===== config.mk =====
export PLATFORM = sky130hd
export DESIGN_NAME = life_data_high
export DESIGN_NICKNAME = d
export VERILOG_FILES = /design/src/rtl/life_pkg.sv /design/src/rtl/life_rule.sv /design/src/rtl/life_data_high.sv
export SDC_FILE = /design/constraint.sdc
export NUM_CORES = 1
export LEC_CHECK = 0
export BUFFER_PORTS_ARGS = -buffer_cell sky130_fd_sc_hd__buf_2
export CORE_ASPECT_RATIO = 0.7
export CORE_UTILIZATION = 44
export DETAILED_ROUTE_END_ITERATION = 6
export HOLD_SLACK_MARGIN = 0.03
export SLEW_MARGIN = 0
export SYNTH_ARGS = -nofsm -noshare
export SYNTH_HDL_FRONTEND = slang
export SYNTH_SLANG_ARGS = --single-unit

===== constraint.sdc =====
create_clock -name clk -period 7.55 [get_ports clk]
set_clock_uncertainty 0.05 [all_clocks]
set_input_delay 1.51 -clock clk [delete_from_list [all_inputs] [get_ports clk]]
set_output_delay 1.51 -clock clk [all_outputs]
set_load 0.01 [all_outputs]

===== src/rtl/life_pkg.sv =====
// Shared Life board constants: FSM encoding, default ring geometry and neighbour slots.
// Also used by the display/cursor logic that decodes cell_index.
package life_pkg;

  localparam int LIFE_X     = 8;
  localparam int LIFE_Y     = 8;
  localparam int LIFE_CELLS = LIFE_X * LIFE_Y;

  typedef enum logic {
    ST_IDLE   = 1'b0,
    ST_ACTIVE = 1'b1
  } life_state_e;

  // Slot order of the 8-bit neighbour/mask vectors handed to life_rule
  localparam int NB_NW = 0;  // E-X-1
  localparam int NB_N  = 1;  // E-X
  localparam int NB_NE = 2;  // E-X+1
  localparam int NB_W  = 3;  // E-1
  localparam int NB_E  = 4;  // E+1
  localparam int NB_SW = 5;  // E+X-1
  localparam int NB_S  = 6;  // E+X
  localparam int NB_SE = 7;  // E+X+1

  localparam logic [7:0] NB_ROW_UP    = 8'b0000_0111;
  localparam logic [7:0] NB_ROW_DOWN  = 8'b1110_0000;
  localparam logic [7:0] NB_COL_LEFT  = 8'b0010_1001;
  localparam logic [7:0] NB_COL_RIGHT = 8'b1001_0100;

  // Board edges are dead: a set bit in the result means the neighbour exists.
  function automatic logic [7:0] nb_mask(input logic top, input logic bottom,
                                         input logic left, input logic right);
    logic [7:0] m;
    m = 8'hFF;
    if (top)    m = m & ~NB_ROW_UP;
    if (bottom) m = m & ~NB_ROW_DOWN;
    if (left)   m = m & ~NB_COL_LEFT;
    if (right)  m = m & ~NB_COL_RIGHT;
    return m;
  endfunction

endpackage


===== src/rtl/life_rule.sv =====
// Conway rule for one cell: counts the unmasked live neighbours and applies B3/S23.
// Purely combinational; no flow control.
module life_rule (
  input  logic [7:0] nb,
  input  logic [7:0] mask,
  input  logic       cell_old,
  output logic       cell_new
);

  logic [3:0] n;

  always_comb begin
    n = '0;
    for (int i = 0; i < 8; i++) begin
      if (nb[i] & mask[i]) n = n + 4'd1;
    end
    cell_new = (n == 4'd3) | (cell_old & (n == 4'd2));
  end

endmodule


===== src/rtl/life_data_high.sv =====
// Upper ring segment plus generation engine; new cell value leaves one cycle after reaching E.
// No stall: the ring rotates every cycle, in lock-step with life_data_low.
module life_data_high
  import life_pkg::*;
#(
  parameter int X         = 8,
  parameter int Y         = 8,
  parameter int HIGH_BITS = X + 3,
  parameter int LOG2X     = 3,
  parameter int LOG2Y     = 3
) (
  input  logic                          clk,
  input  logic                          reset,
  input  logic                          data_low_lsb,
  input  logic                          run,
  input  logic                          step,
  output logic [X*Y-1:X*Y-HIGH_BITS]    data_high,
  output logic [LOG2X+LOG2Y-1:0]        cell_index,
  output logic                          busy,
  output logic                          gen_done,
  output logic [15:0]                   gen_count,
  output logic [LOG2X+LOG2Y:0]          population
);

  localparam int N  = X * Y;
  localparam int EP = N - HIGH_BITS + 1;
  localparam int CW = LOG2X + LOG2Y;
  localparam logic [CW-1:0] CI_RST  = CW'(EP);
  localparam logic [CW-1:0] CI_LAST = CW'(N - 1);

  logic [N-1:N-HIGH_BITS] data_high_q, data_high_d;
  logic [X:0]             hist_q, hist_d;
  logic [CW-1:0]          cell_index_q, cell_index_d;
  life_state_e            state_q, state_d;
  logic                   step_pending_q, step_pending_d;
  logic                   gen_done_q, gen_done_d;
  logic [15:0]            gen_count_q, gen_count_d;
  logic [CW:0]            population_q, population_d;
  logic [CW:0]            pop_acc_q, pop_acc_d;

  logic                   e_old, rule_out, new_e;
  logic                   busy_w, last, launch;
  logic [7:0]             nb, mask;
  logic [LOG2Y-1:0]       row;
  logic [LOG2X-1:0]       col;
  logic [CW:0]            pop_inc;

  life_rule u_rule (
    .nb       (nb),
    .mask     (mask),
    .cell_old (e_old),
    .cell_new (rule_out)
  );

  always_comb begin
    e_old = data_high_q[EP];
    row   = cell_index_q[CW-1:LOG2X];
    col   = cell_index_q[LOG2X-1:0];

    // Cells behind E were already rewritten; their old values live in hist.
    nb        = '0;
    nb[NB_NW] = hist_q[X];
    nb[NB_N]  = hist_q[X-1];
    nb[NB_NE] = hist_q[X-2];
    nb[NB_W]  = hist_q[0];
    nb[NB_E]  = data_high_q[EP+1];
    nb[NB_SW] = data_high_q[EP+X-1];
    nb[NB_S]  = data_high_q[EP+X];
    nb[NB_SE] = data_high_q[EP+X+1];
    mask      = nb_mask(row == '0, row == {LOG2Y{1'b1}},
                        col == '0, col == {LOG2X{1'b1}});

    busy_w = (state_q == ST_ACTIVE);
    last   = (cell_index_q == CI_LAST);
    launch = last & (run | step | step_pending_q);
    new_e  = busy_w ? rule_out : e_old;

    data_high_d  = {data_low_lsb, data_high_q[N-1:EP+1], new_e};
    hist_d       = {hist_q[X-1:0], e_old};
    cell_index_d = cell_index_q + CW'(1);

    // Generation boundaries fall only where cell_index wraps to 0.
    state_d = state_q;
    if (last) state_d = launch ? ST_ACTIVE : ST_IDLE;

    step_pending_d = (step_pending_q | step) & ~launch;

    pop_inc      = {{CW{1'b0}}, busy_w & new_e};
    pop_acc_d    = last ? '0 : pop_acc_q + pop_inc;
    gen_done_d   = busy_w & last;
    gen_count_d  = gen_count_q;
    population_d = population_q;
    if (busy_w & last) begin
      gen_count_d  = gen_count_q + 16'd1;
      population_d = pop_acc_q + pop_inc;
    end
  end

  always_ff @(posedge clk) begin
    if (!reset) begin
      data_high_q    <= '0;
      hist_q         <= '0;
      cell_index_q   <= CI_RST;
      state_q        <= ST_IDLE;
      step_pending_q <= 1'b0;
      gen_done_q     <= 1'b0;
      gen_count_q    <= '0;
      population_q   <= '0;
      pop_acc_q      <= '0;
    end else begin
      data_high_q    <= data_high_d;
      hist_q         <= hist_d;
      cell_index_q   <= cell_index_d;
      state_q        <= state_d;
      step_pending_q <= step_pending_d;
      gen_done_q     <= gen_done_d;
      gen_count_q    <= gen_count_d;
      population_q   <= population_d;
      pop_acc_q      <= pop_acc_d;
    end
  end

  assign data_high  = data_high_q;
  assign cell_index = cell_index_q;
  assign busy       = (state_q == ST_ACTIVE);
  assign gen_done   = gen_done_q;
  assign gen_count  = gen_count_q;
  assign population = population_q;

endmodule


# Yosys cells after proc, flatten, opt, wreduce, memory -nomap -nowiden
# Index checks and enable logic that the tools add are counted.
# op_classes
add_sub_neg	10
reduce_logical	3
n_bitwise	19
n_eq_ne	5
muxes	14
# op_table
op	count
4-bit 2-to-1 mux	7
4-bit by 1-bit adder with 4-bit output, second input constant	6
16-bit by 1-bit adder with 16-bit output, second input constant	1
8-bit 2-to-1 mux	2
1-bit bitwise AND	13
4-bit by 2-bit == test with 1-bit output, second input constant	2
7-bit by 1-bit adder with 7-bit output	1
6-bit by 1-bit adder with 6-bit output, second input constant	1
3-bit == test, second input constant	2
6-bit == test, second input constant	1
3-bit zero test	2
6-bit 2-to-1 mux	1
1-bit bitwise OR	4
1-bit 2-to-1 mux	3
3-bit 2-to-1 mux	1
1-bit by 1-bit adder with 2-bit output, second input constant	1
1-bit NOT	2
2-bit OR reduction	1
# totals
output_inout_bits	42
in_bits	5
reg_bits	59

# Logic depth before layout (Yosys ltp)
# Gate-level depths: netlist of run 1.
# depth
depth_word	27
depth_mapped	32
depth_no_buf	32

# Cells and area by module
# Synthesis of run 1 repeated with hierarchy kept, for this count alone.
# hier_totals
hier_cells	293
hier_area_um2	2731.4
# by_module_without_submodules
mod	area_each_um2	instances	cells_per_inst	seq_area_each_um2
life_data_high	2200.9	1	226	1181.1
life_rule	530.5	1	67	0.0

# Least setup slack after synthesis of run 1
# Ideal clock, no wire load.
# synth_timing
kind	register -> register
from	register cell_index_q[3], in the netlist cell_index[3]
to	register population_q[4], in the netlist population[4]
arrival_ps	5666
setup_time_ps	116
path_stages_with_launch	30
n_path_buf	0
path_slack_ps	1718
required_time_ps	7384
cell_sequence	dfxtp_1 > or3_4 > and3_2 > ha_1 > xnor2_1 > ha_1 > and3b_1 > a21oi_1 > ha_1 > and2_1 > or2_2 > ha_1 > nand2b_1 > o31a_1 > ha_1 > nand2_1 > nand2_1 > ha_1 > inv_1 > o21ai_0 > nand3_1 > mux2i_1 > o221ai_1 > nor4bb_4 > ha_1 > ha_1 > nand3_1 > xor2_1 > nand2_1 > o211a_1
# synth_via
elab_chain_cells	27
word_cells_on_any_way	36
classes_between	8 x add/sub; 4 x eq/ne; 13 x mux; 10 x bitwise; 1 x reduce/logical
# synth_lines
item	line_no	source
start: declaration	life_data_high.sv:33	logic [CW-1:0] cell_index_q, cell_index_d;
start signal: assignment	life_data_high.sv:113	cell_index_q <= cell_index_d;
3-bit zero test	life_data_high.sv:70	mask = nb_mask(row == '0, row == {LOG2Y{1'b1}},
3-bit 2-to-1 mux	life_pkg.sv:34	if (top) m = m & ~NB_ROW_UP;
8-bit 2-to-1 mux	life_pkg.sv:35	if (bottom) m = m & ~NB_ROW_DOWN;
6-bit 2-to-1 mux	life_pkg.sv:36	if (left) m = m & ~NB_COL_LEFT;
8-bit 2-to-1 mux	life_pkg.sv:37	if (right) m = m & ~NB_COL_RIGHT;
1-bit bitwise AND	life_rule.sv:15	if (nb[i] & mask[i]) n = n + 4'd1;
1-bit 2-to-1 mux	life_rule.sv:15	
1-bit by 1-bit adder with 2-bit output	life_rule.sv:15	
[... 11 more ...]	-	
4-bit by 1-bit adder with 4-bit output	life_rule.sv:15	
4-bit 2-to-1 mux	life_rule.sv:15	
4-bit by 2-bit == test with 1-bit output	life_rule.sv:17	cell_new = (n == 4'd3) | (cell_old & (n == 4'd2));
1-bit bitwise AND	life_rule.sv:17	
1-bit bitwise OR	life_rule.sv:17	
1-bit 2-to-1 mux	life_data_high.sv:76	new_e = busy_w ? rule_out : e_old;
1-bit bitwise AND	life_data_high.sv:88	pop_inc = {{CW{1'b0}}, busy_w & new_e};
7-bit by 1-bit adder with 7-bit output	life_data_high.sv:95	population_d = pop_acc_q + pop_inc;
end signal: assignment	life_data_high.sv:118	population_q <= population_d;
end: declaration	life_data_high.sv:38	logic [CW:0] population_q, population_d;
# Parallel ways exist; a longest one is shown, timed or not.
# A chain may end at the register's enable or synchronous reset.

# Worst setup path in the final report of run 1
# Same ends and word-level chain as after synthesis.

==> reports/qor.yml, run 1 <==
cts.reportedPaths.clkPinSlew_ns: 0.06
synth_top_area_share_pct: 42.4
drc: 0
num_vias: 2041
io_buffers: 46
tns_ns: 0
combPwrFrac_pct: 5.2
synth.largest_area_cell: "dfxtp_1"
hold_violations: 0
drtIter0Drc: 73
fin_area_sq_um: 3280
rows: 23
track_usage_pct: 17.7
slew_viol_final: 0
fp.dieW_microns: 97.1
path_class: "flop to flop"
async_reset_ff_share_pct: 0
maxCapViolCount: 0
gp_congestion: 0.816
synth_top_family_by_area: "simple AND/OR/NAND/NOR gates"
place_area_sq_um: 3060
end_kind: "flop"
fmax_mhz: 159
yosysUniqueCellTypes: 51
cts_resized: 0
seqPwrFrac_pct: 48.2
dr.pass1.iters: 4
drt-total-wl_microns: 5360
slowest_stage: "or3_4"
dp_hpwl_microns: 3830
crit_required_ns: 7.72
gr-total-overflow: 0
synth_edf_count: 0
syn_nets: 307
period_needed_ns: 6.31
grt_start_max_net_pins: 53
worstSkewPairLatency_ns: 0.33
ys_ff_latch: 59
netlist_area_sq_um: 2790
crit_buf_inv: 1
setup.worst_path.start_class: "flop"
multi_input_area_sq_um: 1520
path_delay_family: "simple AND/OR/NAND/NOR gates"
nFillCells: 559
grt_pass1_vias: 1848
hp-class: "flop to flop"
clkPwrFrac_pct: 46.5
cts_tree: "built"
regArea_sq_um: 1180
swShare_pct: 22.6
ys_dominant_reg_cell: "dfxtp_1"
tightestPinTransition_ns: 0.749
ant_nets: 0
leakage_uw: 0.00159
power_density_nw_per_um2: 204
clockRootBuffer: "clkbuf_8"
wire_per_inst_microns: 12.9
clock_path_buffers: 2
synth_compound_area_share_pct: 7.81
max_stage_delay_ns: 0.42
grt_first_pass_wirelength_microns: 9080
slew_headroom_pct: 50.1
synthMuxAreaShare_pct: 1.84
status: "complete, no violations"
synth_fa_ha_area_share_pct: 5.83
post_cts_buffers: 0
synth_xor_area_share_pct: 12.0
cts-htree-levels: 3
ir_worst_vdd_mv: 0.148
synth_most_common_cell: "dfxtp_1"
cts.sinks: 59
worstPathMaxFanout: 7
period_share_pct: 83.5
cts_hold_buffers: 0
arrival_ns: 6.48
diodes: 0
synth.area.top_cells: "dfxtp_1 (42%), and2_1 (8.1%), ha_1 (5.8%)"
dieHeight_microns: 68.6
core_sq_um: 5900
die_area_sq_um: 6660
setup_viol: 0
power.internal_uw: 516
synth_warnings: 0
synth.avg_cell_area_sq_um: 9.65
antenna_found_initial: 0
nets: 353
start_util_pct: 47.3
ios: 47
ys_seq_area_share_pct: 42.4
p_switching_uw: 150
routed_via_density: 4.92
critPathMostFrequentCell: "ha_1"
drive_above_1_share_pct: 22.1
synth_common_cells: "dfxtp_1 (59), and2_1 (36), nand2_1 (26)"
synthCells: 289
syn_to_final_growth_pct: 17.5
cts_buffers: 9
synth-simple-area-share_pct: 26.9
rsz0062_at_grt: "false"
## per-stage QoR
step / worst slack [ns] / utilization (%) / hold WS [ns] / cells / total power, uW
final: 1.24 / 55.5 / 0.381 / 415 / 667
after global routing: 0.642 / 55.5 / 0.394 / 415 / 697
after CTS: 1.25 / 55.5 / 0.384 / 415 / 676
after detailed placement: 1.29 / 51.9 / 0.372 / 399 / 364
after global placement: 1.46 / 51.9 / 0.364 / 399 / 364
after floorplan: 1.72 / - / 0.362 / 289 / 353
## placed cells by master (no fill, tap or decap), types with 2 or more instances in the layout
master	n
bufinv_16	2
xor3_1	2
buf_2	46
and3b_1	2
nand4_1	3
xnor2_1	15
inv_1	9
ha_1	13
dfxtp_1	59
and3_1	8
nor2_1	13
a21oi_1	2
nand2_1	26
a21boi_0	3
clkinv_4	2
mux2i_1	4
nand3_1	15
and2_1	36
or3_1	4
nand2b_1	6
nor2b_1	6
nor3_1	2
clkbuf_8	9
nand3b_1	2
clkinv_2	3
xor2_1	10
o211a_1	6
o21ai_0	8
## area by class of cell
| class | instances | share of cell area (%) |
|---|---|---|
| clock buffer | 9 | 3.78 |
| inverter | 10 | 1.15 |
| timing repair buffer | 46 | 7.03 |
| tap | 75 | 2.86 |
| multi-input combinational | 209 | 46.3 |
| clock inverter | 7 | 2.83 |
| sequential | 59 | 36.1 |
## power groups by stage
stage	clock, uW	combinational (uW)	sequential [uW]
floorplan	0	23.0	330
global placement	0	35.3	329
detailed placement	0	35.1	329
CTS	319	35.4	322
global route	334	40.1	322
finish	310	35.0	322
## sequential cells by signal (all words and copies together) (netlist names)
name,cells
gen_count,16
data_high,11
step_pending_q,1
pop_acc_q,7
population,7
gen_done,1
cell_index,6
hist_q,9
busy,1
## metal layers
metal | vias to the layer above | part of all wire (%) | routed length, microns | GRT usage, %
met2 | 37 | 39 | 2100 | 25.5
met1 | 938 | 56 | 2980 | 24.8
met5 | - | 0 | 0 | 0
met4 | 0 | 0.86 | 46 | 5.60
li1 | 1061 | - | - | -
met3 | 5 | 4.4 | 234 | 5.85
## path summary, 6_finish.rpt
check,startpoint,to,slack [ns],cells past startpoint
hold reg to reg,hist_q[4],hist_q[5],0.38,1
hold / removal,hist_q[4],hist_q[5],0.38,1
setup reg to reg,cell_index[3],population[4],1.24,30
setup / recovery,cell_index[3],population[4],1.24,30
## cells by family after synthesis
logic type | count (synthesis)
simple gates | 131
flops | 59
compound gates | 30
xor+xnor | 30
buf+inv | 21
fa+ha+maj | 13
mux | 5
Note: power is estimated with default switching activity, not from simulation.
==> run 2: changes to the inputs <==
--- a/config.mk
+++ b/config.mk
@@ -10,6 +10,7 @@
 export CORE_UTILIZATION = 44
 export DETAILED_ROUTE_END_ITERATION = 6
 export HOLD_SLACK_MARGIN = 0.03
+export PLACE_DENSITY = 0.67
 export SLEW_MARGIN = 0
 export SYNTH_ARGS = -nofsm -noshare
 export SYNTH_HDL_FRONTEND = slang
==> constraint.sdc (replaced) <==
create_clock -name clk -period 5.8 [get_ports clk]
set_clock_uncertainty 0.05 [all_clocks]
set_input_delay 1.16 -clock clk [delete_from_list [all_inputs] [get_ports clk]]
set_output_delay 1.16 -clock clk [all_outputs]
set_load 0.01 [all_outputs]
==> run 2 against run 1 <==
- register-to-register slack got worse by 1.1 ns
- die area did not move
- final cell count rose by 4.8%
- clock power rose by 18%
- cell area rose by 9.6%
- worst hold slack improved by 0.0068 ns
- critical endpoint unchanged
==> reports/qor.yml, run 2 (synthesis gave the netlist of run 1 again) <==
status: "complete, no violations"
hp-class: "flop to flop"
leakage_uw: 0.00167
cts.reportedPaths.clkPinSlew_ns: 0.07
largest_reg_flops: 16
critPathMostFrequentCell: "ha_1"
hold_start: "hist_q[2]"
track_usage_pct: 18.1
period_share_pct: 98.2
fp.dieW_microns: 97.1
final_common_cell: "dfxtp_1"
slew_headroom_pct: 51.0
dieHeight_microns: 68.6
fmax_mhz: 176
period_needed_ns: 5.69
hold_depth: 1
setup.worst_path.start_class: "flop"
end_kind: "flop"
hold_violations: 0
routed_via_density: 4.94
cts_hold_buffers: 0
fin_area_sq_um: 3590
ir_worst_vdd_mv: 0.195
rsz0062_at_grt: "true"
cts.sinks: 59
ios: 47
diodes: 0
clock_path_buffers: 2
nFillCells: 508
num_vias: 2149
antenna_found_initial: 0
most-common-layout-cells: "dfxtp_1 (56), buf_2 (46), and2_1 (35)"
reg2reg_slack_ns: 0.11
drt-total-wl_microns: 5810
preCtsSetupSlack_ns: -0.141
finalWorstSetupSlack_ns: 0.106
cts_tree: "built"
crit_required_ns: 5.97
total_power_uw: 841
worstSkewPairLatency_ns: 0.33
rr_worst_depth: 29
place_area_sq_um: 3180
maxCapViolCount: 0
drtIter0Drc: 118
core_sq_um: 5900
r2r-end: "population[4]"
slew_viol_final: 0
power_density_nw_per_um2: 234
max_stage_delay_ns: 0.41
cts-htree-levels: 3
utilization_pct: 60.8
arrival_ns: 5.87
io_buffers: 46
worstPathMaxFanout: 4
holdPathEnd: "hist_q[3]"
drive_above_1_share_pct: 33.9
dp_hpwl_microns: 4140
path_class: "flop to flop"
wire_per_inst_microns: 13.4
syn_to_final_growth_pct: 28.8
gr-total-overflow: 0
start_util_pct: 47.3
grt_start_max_net_pins: 53
die_area_sq_um: 6660
grt_first_pass_wirelength_microns: 9260
nets: 373
gp_congestion: 0.782
cts_buffers: 9
rows: 23
slowest_stage: "or3_4"
r2r-start: "cell_index[4]"
grt_pass1_vias: 1962
clockRootBuffer: "clkbuf_8"
tightestPinTransition_ns: 0.735
dr.pass1.iters: 4
setup_viol: 0
ant_nets: 0
drc: 0
==> run 2: cell types whose count changed in the layout (fill, tap and decap cells not counted), moves of 4 or more <==
cell     previous run  this run
xor2_1             10         6
xor2_2              1         5
nand3_1            15        11
ha_1               13         8
buf_4               0        19
==> run 2: worst max-delay path, delay by kind of cell (launching register included) <==
| family | cells | cell delay [ns] |
|---|---|---|
| AND/OR/NAND/NOR | 12 | 2.03 |
| flip-flops | 1 | 0.32 |
| multiplexers | 1 | 0.20 |
| AO/OA/AOI/OAI | 5 | 0.64 |
| buffers and inverters | 1 | 0.04 |
| XOR/XNOR | 2 | 0.28 |
| adder cells (fa/ha/maj) | 8 | 2.03 |
==> run 2: where the power goes <==
group | switching, uW | internal (uW) | leakage, uW | total, uW
Sequential | 5.00 | 412 | 0.000477 | 417
Combinational | 31.2 | 26.7 | 0.00110 | 57.9
Clock | 157 | 210 | 0.0000926 | 366
Total | 193 | 648 | 0.00167 | 841
==> run 2: what timing repair did <==
item                       CTS  global route
setup endpoints to repair    6            12
gates cloned                 0             0
gates resized for setup      8            31
pin swaps                    4            20
setup buffers                2             2
==> run 2: metal layers <==
metal / vias to the layer above / track usage [%] / wire [microns]
li1: 1103 / - / -
met1: 1003 / 24.1 / 3020
met2: 39 / 27.6 / 2500
met3: 4 / 7.36 / 273
met4: 0 / 4.10 / 25
met5: - / 0 / 0
==> run 2: layout make-up <==
| class | count | area [sq um] | area share [%] |
|---|---|---|---|
| clock buffer | 12 | 145 | 4.04 |
| clock inverter | 4 | 50.0 | 1.39 |
| inverter | 10 | 37.5 | 1.05 |
| multi-input combinational | 209 | 1690 | 47.1 |
| sequential | 59 | 1190 | 33.1 |
| tap | 75 | 93.8 | 2.61 |
| timing repair buffer | 66 | 384 | 10.7 |
==> run 2: worst max path at each step <==
stage	startpoint	slack, ns	endpoint
floorplan	cell_index[3]	0.01	population[4]
global placement	cell_index[5]	0.03	population[6]
detailed placement	cell_index[5]	-0.14	population[6]
CTS	cell_index[1]	0.004	population[6]
global route	cell_index[4]	-0.24	population[4]
finish	cell_index[4]	0.11	population[4]
==> run 2: through the flow <==
stage / cells / setup TNS [ns] / hold slack, ns
4_1_cts: 433 / 0 / 0.388
5_1_grt: 435 / -1.45 / 0.400
3_5_place_dp: 415 / -0.312 / 0.372
3_3_place_gp: 415 / 0 / 0.364
2_1_floorplan: 289 / 0 / 0.362
6_report: 435 / 0 / 0.388
